==> config.mk <==
export PLATFORM = sky130hd
export DESIGN_NAME = ex_stage
export DESIGN_NICKNAME = d
export VERILOG_FILES = /design/src/rtl/ex_stage.sv
export SDC_FILE = /design/constraint.sdc
export NUM_CORES = 1
export LEC_CHECK = 0
export BUFFER_PORTS_ARGS = -buffer_cell sky130_fd_sc_hd__buf_2
export CORE_MARGIN = 1
export CORE_UTILIZATION = 32
export CTS_CLUSTER_DIAMETER = 30
export DETAILED_ROUTE_END_ITERATION = 8
export PLACE_DENSITY = 0.65
export SLEW_MARGIN = 5
export SYNTH_ARGS = -nofsm -noshare
export SYNTH_HDL_FRONTEND = slang
export SYNTH_SLANG_ARGS = --single-unit
==> constraint.sdc <==
create_clock -name clk -period 7.3 [get_ports clk]
set_input_delay 0.73 -clock clk [delete_from_list [all_inputs] [get_ports clk]]
set_output_delay 0.73 -clock clk [all_outputs]
set_load 0.005 [all_outputs]
==> src/rtl/ex_stage.sv <==
// rtl/ex_stage.sv - Y86 execute stage: ALU, condition codes, cnd evaluation and EX/MEM register.
// Optional feature: define EX_CMOV_EN to let cnd gate the cmov destination.
module ex_stage #(
    parameter logic [7:0] ICODE_NOP = 8'h01,
    parameter logic [7:0] REG_NONE  = 8'h0F
) (
    input  logic        clk,
    input  logic        rst,
    input  logic [7:0]  ex_icode,
    input  logic [7:0]  ex_ifun,
    input  logic [7:0]  ex_rA,
    input  logic [7:0]  ex_rB,
    input  logic [31:0] ex_valA,
    input  logic [31:0] ex_valB,
    input  logic [31:0] ex_valC,
    input  logic [31:0] ex_valP,
    input  logic [7:0]  ex_dstE,
    input  logic [7:0]  ex_dstM,
    input  logic        ex_stall,
    input  logic        ex_bubble,
    input  logic        exc_pending,
    output logic [31:0] e_valE,
    output logic [7:0]  e_dstE,
    output logic [7:0]  mem_icode,
    output logic        mem_cnd,
    output logic [31:0] mem_valE,
    output logic [31:0] mem_valA,
    output logic [7:0]  mem_dstE,
    output logic [7:0]  mem_dstM,
    output logic [2:0]  cc_out
);

    typedef enum logic [1:0] {
        ALU_ADD = 2'd0,
        ALU_SUB = 2'd1,
        ALU_AND = 2'd2,
        ALU_XOR = 2'd3
    } alu_fn_e;

    logic [31:0] alu_a;
    logic [31:0] alu_b;
    logic [31:0] alu_res;
    logic        alu_of;
    alu_fn_e     alu_fn;
    logic        cnd_raw;
    logic        cnd;
    logic        sf_xor_of;
    logic        cc_update;

    logic [7:0]  mem_icode_q, mem_icode_d;
    logic        mem_cnd_q,   mem_cnd_d;
    logic [31:0] mem_valE_q,  mem_valE_d;
    logic [31:0] mem_valA_q,  mem_valA_d;
    logic [7:0]  mem_dstE_q,  mem_dstE_d;
    logic [7:0]  mem_dstM_q,  mem_dstM_d;
    logic [2:0]  cc_q,        cc_d;

    // Register IDs and the fall-through PC are not needed in this stage.
    logic unused_fields;
    assign unused_fields = ^{ex_rA, ex_rB, ex_valP};

    always_comb begin
        alu_a = '0;
        case (ex_icode)
            8'h02, 8'h06:        alu_a = ex_valA;
            8'h03, 8'h04, 8'h05: alu_a = ex_valC;
            8'h08, 8'h0A:        alu_a = 32'hFFFF_FFFC;
            8'h09, 8'h0B:        alu_a = 32'h0000_0004;
            default:             alu_a = '0;
        endcase
    end

    always_comb begin
        alu_b = '0;
        case (ex_icode)
            8'h04, 8'h05, 8'h06, 8'h08,
            8'h09, 8'h0A, 8'h0B: alu_b = ex_valB;
            default:             alu_b = '0;
        endcase
    end

    always_comb begin
        alu_fn = ALU_ADD;
        if (ex_icode == 8'h06 && ex_ifun < 8'h04) begin
            alu_fn = alu_fn_e'(ex_ifun[1:0]);
        end
    end

    always_comb begin
        alu_res = alu_b + alu_a;
        alu_of  = (alu_a[31] == alu_b[31]) && (alu_res[31] != alu_a[31]);
        case (alu_fn)
            ALU_SUB: begin
                alu_res = alu_b - alu_a;
                alu_of  = (alu_b[31] != alu_a[31]) && (alu_res[31] != alu_b[31]);
            end
            ALU_AND: begin
                alu_res = alu_b & alu_a;
                alu_of  = 1'b0;
            end
            ALU_XOR: begin
                alu_res = alu_b ^ alu_a;
                alu_of  = 1'b0;
            end
            default: ;
        endcase
    end

    // Conditions use the CC held before this instruction's own update.
    always_comb begin
        sf_xor_of = cc_q[1] ^ cc_q[0];
        case (ex_ifun)
            8'h00:   cnd_raw = 1'b1;
            8'h01:   cnd_raw = sf_xor_of | cc_q[2];
            8'h02:   cnd_raw = sf_xor_of;
            8'h03:   cnd_raw = cc_q[2];
            8'h04:   cnd_raw = !cc_q[2];
            8'h05:   cnd_raw = !sf_xor_of;
            8'h06:   cnd_raw = !sf_xor_of && !cc_q[2];
            default: cnd_raw = 1'b0;
        endcase
    end

`ifdef EX_CMOV_EN
    assign cnd = cnd_raw;
`else
    assign cnd = (ex_icode == 8'h02) ? 1'b1 : cnd_raw;
`endif

    assign e_valE = alu_res;
    assign e_dstE = (ex_icode == 8'h02 && !cnd) ? REG_NONE : ex_dstE;

    assign cc_update = (ex_icode == 8'h06) && !exc_pending && !ex_stall && !ex_bubble;

    always_comb begin
        mem_icode_d = mem_icode_q;
        mem_cnd_d   = mem_cnd_q;
        mem_valE_d  = mem_valE_q;
        mem_valA_d  = mem_valA_q;
        mem_dstE_d  = mem_dstE_q;
        mem_dstM_d  = mem_dstM_q;
        cc_d        = cc_q;
        if (!ex_stall) begin
            if (ex_bubble) begin
                mem_icode_d = ICODE_NOP;
                mem_cnd_d   = 1'b0;
                mem_valE_d  = '0;
                mem_valA_d  = '0;
                mem_dstE_d  = REG_NONE;
                mem_dstM_d  = REG_NONE;
            end else begin
                mem_icode_d = ex_icode;
                mem_cnd_d   = cnd;
                mem_valE_d  = alu_res;
                mem_valA_d  = ex_valA;
                mem_dstE_d  = e_dstE;
                mem_dstM_d  = ex_dstM;
            end
        end
        if (cc_update) begin
            cc_d = {(alu_res == 32'd0), alu_res[31], alu_of};
        end
    end

    always_ff @(posedge clk or negedge rst) begin
        if (!rst) begin
            mem_icode_q <= ICODE_NOP;
            mem_cnd_q   <= 1'b0;
            mem_valE_q  <= '0;
            mem_valA_q  <= '0;
            mem_dstE_q  <= REG_NONE;
            mem_dstM_q  <= REG_NONE;
            cc_q        <= 3'b100;
        end else begin
            mem_icode_q <= mem_icode_d;
            mem_cnd_q   <= mem_cnd_d;
            mem_valE_q  <= mem_valE_d;
            mem_valA_q  <= mem_valA_d;
            mem_dstE_q  <= mem_dstE_d;
            mem_dstM_q  <= mem_dstM_d;
            cc_q        <= cc_d;
        end
    end

    assign mem_icode = mem_icode_q;
    assign mem_cnd   = mem_cnd_q;
    assign mem_valE  = mem_valE_q;
    assign mem_valA  = mem_valA_q;
    assign mem_dstE  = mem_dstE_q;
    assign mem_dstM  = mem_dstM_q;
    assign cc_out    = cc_q;

endmodule
==> impl_metrics.csv <==
group,metric,value,unit
timing,setup_violations,0,
grt,grt_max_degree,77,
synthesis,synth_flop_cell,"dfrtp_1",
grt,grt_pass1_wl,60.1,mm
cells_and_area,drive_above_1_share,0.239,
timing,fin_skew,4.75,ps
job,maxCapViolations,0,
cells_and_area,multiInputGateArea,6460,µm²
floorplanning,ioPinCount,313,
place,place_hpwl,30.7,mm
clock_network,clkSlewWorstSetupHoldPaths,80,ps
power_and_ir_drop,seq_power_share,0.388,
floorplanning,start_util,0.326,
routing,avgViaCountPerCell,5.77,
power_and_ir_drop,p_sw_frac,0.348,
clock_network,tritoncts,"yes",
timing,min_period,6820,ps
synthesis,ys_types,83,
grt,grt_pass1_vias,10200,
timing,rsz0062_at_grt,"no",
grt,grt.total_usage,0.259,
setup_path,cp.arrival,6090,ps
setup_path,crit_type,"in2out",
timing,clock.fmax,0.147,GHz
timing,hold_viol_final,0,
synthesis,synth.cell_area,9370,µm²
cells_and_area,syn2layout_area_growth,21.9,%
power_and_ir_drop,p_leak,0.00548,µW
cells_and_area,mostFrequentLayoutCell,"buf_2",
routing,dr_total_vias,10700,
cells_and_area,antennaDiodeCount,0,
power_and_ir_drop,report.power.total,1430,µW
routing,totalWireLength,39.4,mm
routing,drtAntennaViolNets,0,
clock_network,cts_max_level,3,
place,routabilityCongestion,1.04,
synthesis,avgSynthCellArea,7.54,µm²
setup_path,r2r_start,"cc_out[0]",
place,io_buffers,264,
synthesis,async_flop_share,1.00,
routing,drcViolationCount,0,
place,pre_cts_slack,592,ps
clock_network,clk_path_buf_depth,2,
cells_and_area,fill_cells,3052,
clock_network,ctsResizeCount,0,
clock_network,clk_latency,370,ps
setup_path,endpoint_kind,"primary output",
routing,drtIter0Drc,1012,
clock_network,cts_setup_buffers,0,
timing,slew-limit-headroom,0.322,
clock_network,numCtsBuffers,9,
floorplanning,rows,62,
setup_path,crit_chain,"buf_2 -> or4_1 -> nor4b_2 -> buf_4 -> buf_4 -> a22o_1 -> ha_1 -> inv_1 -> fa_1 -> nor2b_1 -> o211ai_1 -> nand4_1 -> nand3_1 -> a41oi_1 -> mux2_2 -> a2111oi_0 -> buf_4 -> buf_2",
cells_and_area,seq_area,2310,µm²
clock_network,clockRootBuffer,"clkbuf_16",
timing,fin_hold_ws,367,ps
status,outcome,"complete, no violations",
floorplanning,core_area,28800,µm²
synthesis,syn_nets,1490,
synthesis,ys_seq_area_frac,0.247,
power_and_ir_drop,comb_power_share,0.243,
setup_path,path_max_fanout,22,
floorplanning,dieArea,30000,µm²
routing,dr.pass1.iters,5,
setup_path,cp.required,6570,ps
setup_path,critPathSlowestCell,"or4_1",
setup_path,start_kind,"input pin",
clock_network,cts_sinks,92,
synthesis,ys_seq_elements,92,
power_and_ir_drop,p_switching,499,µW
timing,period_share,0.934,
routing,wl_per_cell,21.3,µm
floorplanning,die_w,173,µm
setup_path,crit_top_cell,"buf_4",
clock_network,postCtsHoldBufs,0,
power_and_ir_drop,power_frac_clock,0.369,
cells_and_area,layout_common_cells,"262 x buf_2, 136 x nand2_1, 108 x o21ai_0, 84 x nor2_1, 82 x dfrtp_1",
worst_hold_path,hp-class,"in2async",
synthesis,ys_warn_count,0,
cells_and_area,final_util,0.397,
power_and_ir_drop,powerDensity,125,nW/µm²
floorplanning,die_y,173,µm
cells_and_area,final_nets,1709,
setup_path,slowest_delay,720,ps
power_and_ir_drop,p_int,933,µW
grt,grt_overflow,0,
timing,slew_viol_final,0,
timing,tightest_slew,1010,ps
timing,setup_slack,481,ps
grt,antenna_found_initial,0,
power_and_ir_drop,max-vdd-ir-drop,100,µV
synthesis,synth_edf_count,0,
synthesis,syn_inst,1243,
setup_path,crit_start,"ex_icode[5]",
timing,fin_setup_tns,0,ps
## stage by stage
step,cells,area (µm²)
after CTS,1851,11400
after detailed placement,1835,11100
final,1851,11400
after global placement,1835,11100
after global routing,1851,11400
after floorplan,1243,9370
## flip-flops by register name, summed over array words and instances, names as in the netlist
signal     cells
mem_icode      8
mem_dstE       8
mem_valA      32
mem_cnd        1
cc_out         3
mem_valE      32
mem_dstM       8
## cells by family after synthesis
kind of cell / share of synthesized area
and+or+nand+nor: 0.260
AOI/OAI and AO/OA: 0.298
buffers and inverters: 0.0671
DFF: 0.247
adders and majority gates: 0.0897
xor gates and xnor gates: 0.0243
muxes: 0.0144
## cell usage after synthesis (all sizes together), types with 8 or more instances
cell	instances	area [µm²]
a211oi	11	82.6
a22o	30	263
buf	15	66.3
nor2b	44	275
xnor2	23	201
nand2	136	510
clkbuf	70	263
a21oi	66	330
dfstp	10	263
inv	79	297
or4	12	93.8
o211ai	17	133
o21ai	111	559
nand4	16	100
nor4	17	106
nor2	86	330
ha	64	801
nor3	33	165
or3	11	73.8
nand2b	52	325
nand3	22	110
a21o	23	173
and3	10	62.6
o31ai	8	60.1
and2	9	56.3
a221o	23	230
dfrtp	82	2050
a31oi	18	113
mux2i	9	90.1
a221oi	15	131
## power groups by stage
stage,registers [µW],clock network [µW],logic (µW)
6_report,556,528,348
5_1_grt,559,550,379
4_1_cts,556,539,345
3_5_place_dp,564,0,344
3_3_place_gp,564,0,341
2_1_floorplan,567,0,183
## final cells by class
type,count,area share
clock inverters,7,0.00799
multi-input cells,986,0.565
well taps,384,0.0420
clock buffers,9,0.0197
inverters,80,0.0263
repair buffers,293,0.136
flip-flops and latches,92,0.203
## path summary, 6_finish.rpt
path	end	slack, ps	cells past startpoint
worst max-delay path	e_valE[20]	480	18
worst min-delay path	mem_valA[10]	370	1
worst max register to register	mem_cnd	5830	6
worst min register to register	mem_valA[9]	490	2
max in group asynchronous	mem_valE[10]	5830	2
min in group clk	mem_valA[9]	490	2
## critical path: cells and delay by family
| kind | cells | cell delay, ps |
|---|---|---|
| simple gates | 5 | 1600 |
| compound gates | 4 | 1580 |
| buf+inv | 6 | 1090 |
| mux | 1 | 390 |
| fa+ha+maj | 2 | 680 |
## metal layers
metal	GRT usage	share of wire	routed length, µm
met5	0	0	0
met4	0.0955	0.031	1210
met3	0.0572	0.090	3550
met2	0.414	0.44	17500
met1	0.341	0.43	17100
(Power assumes the default switching activity.)
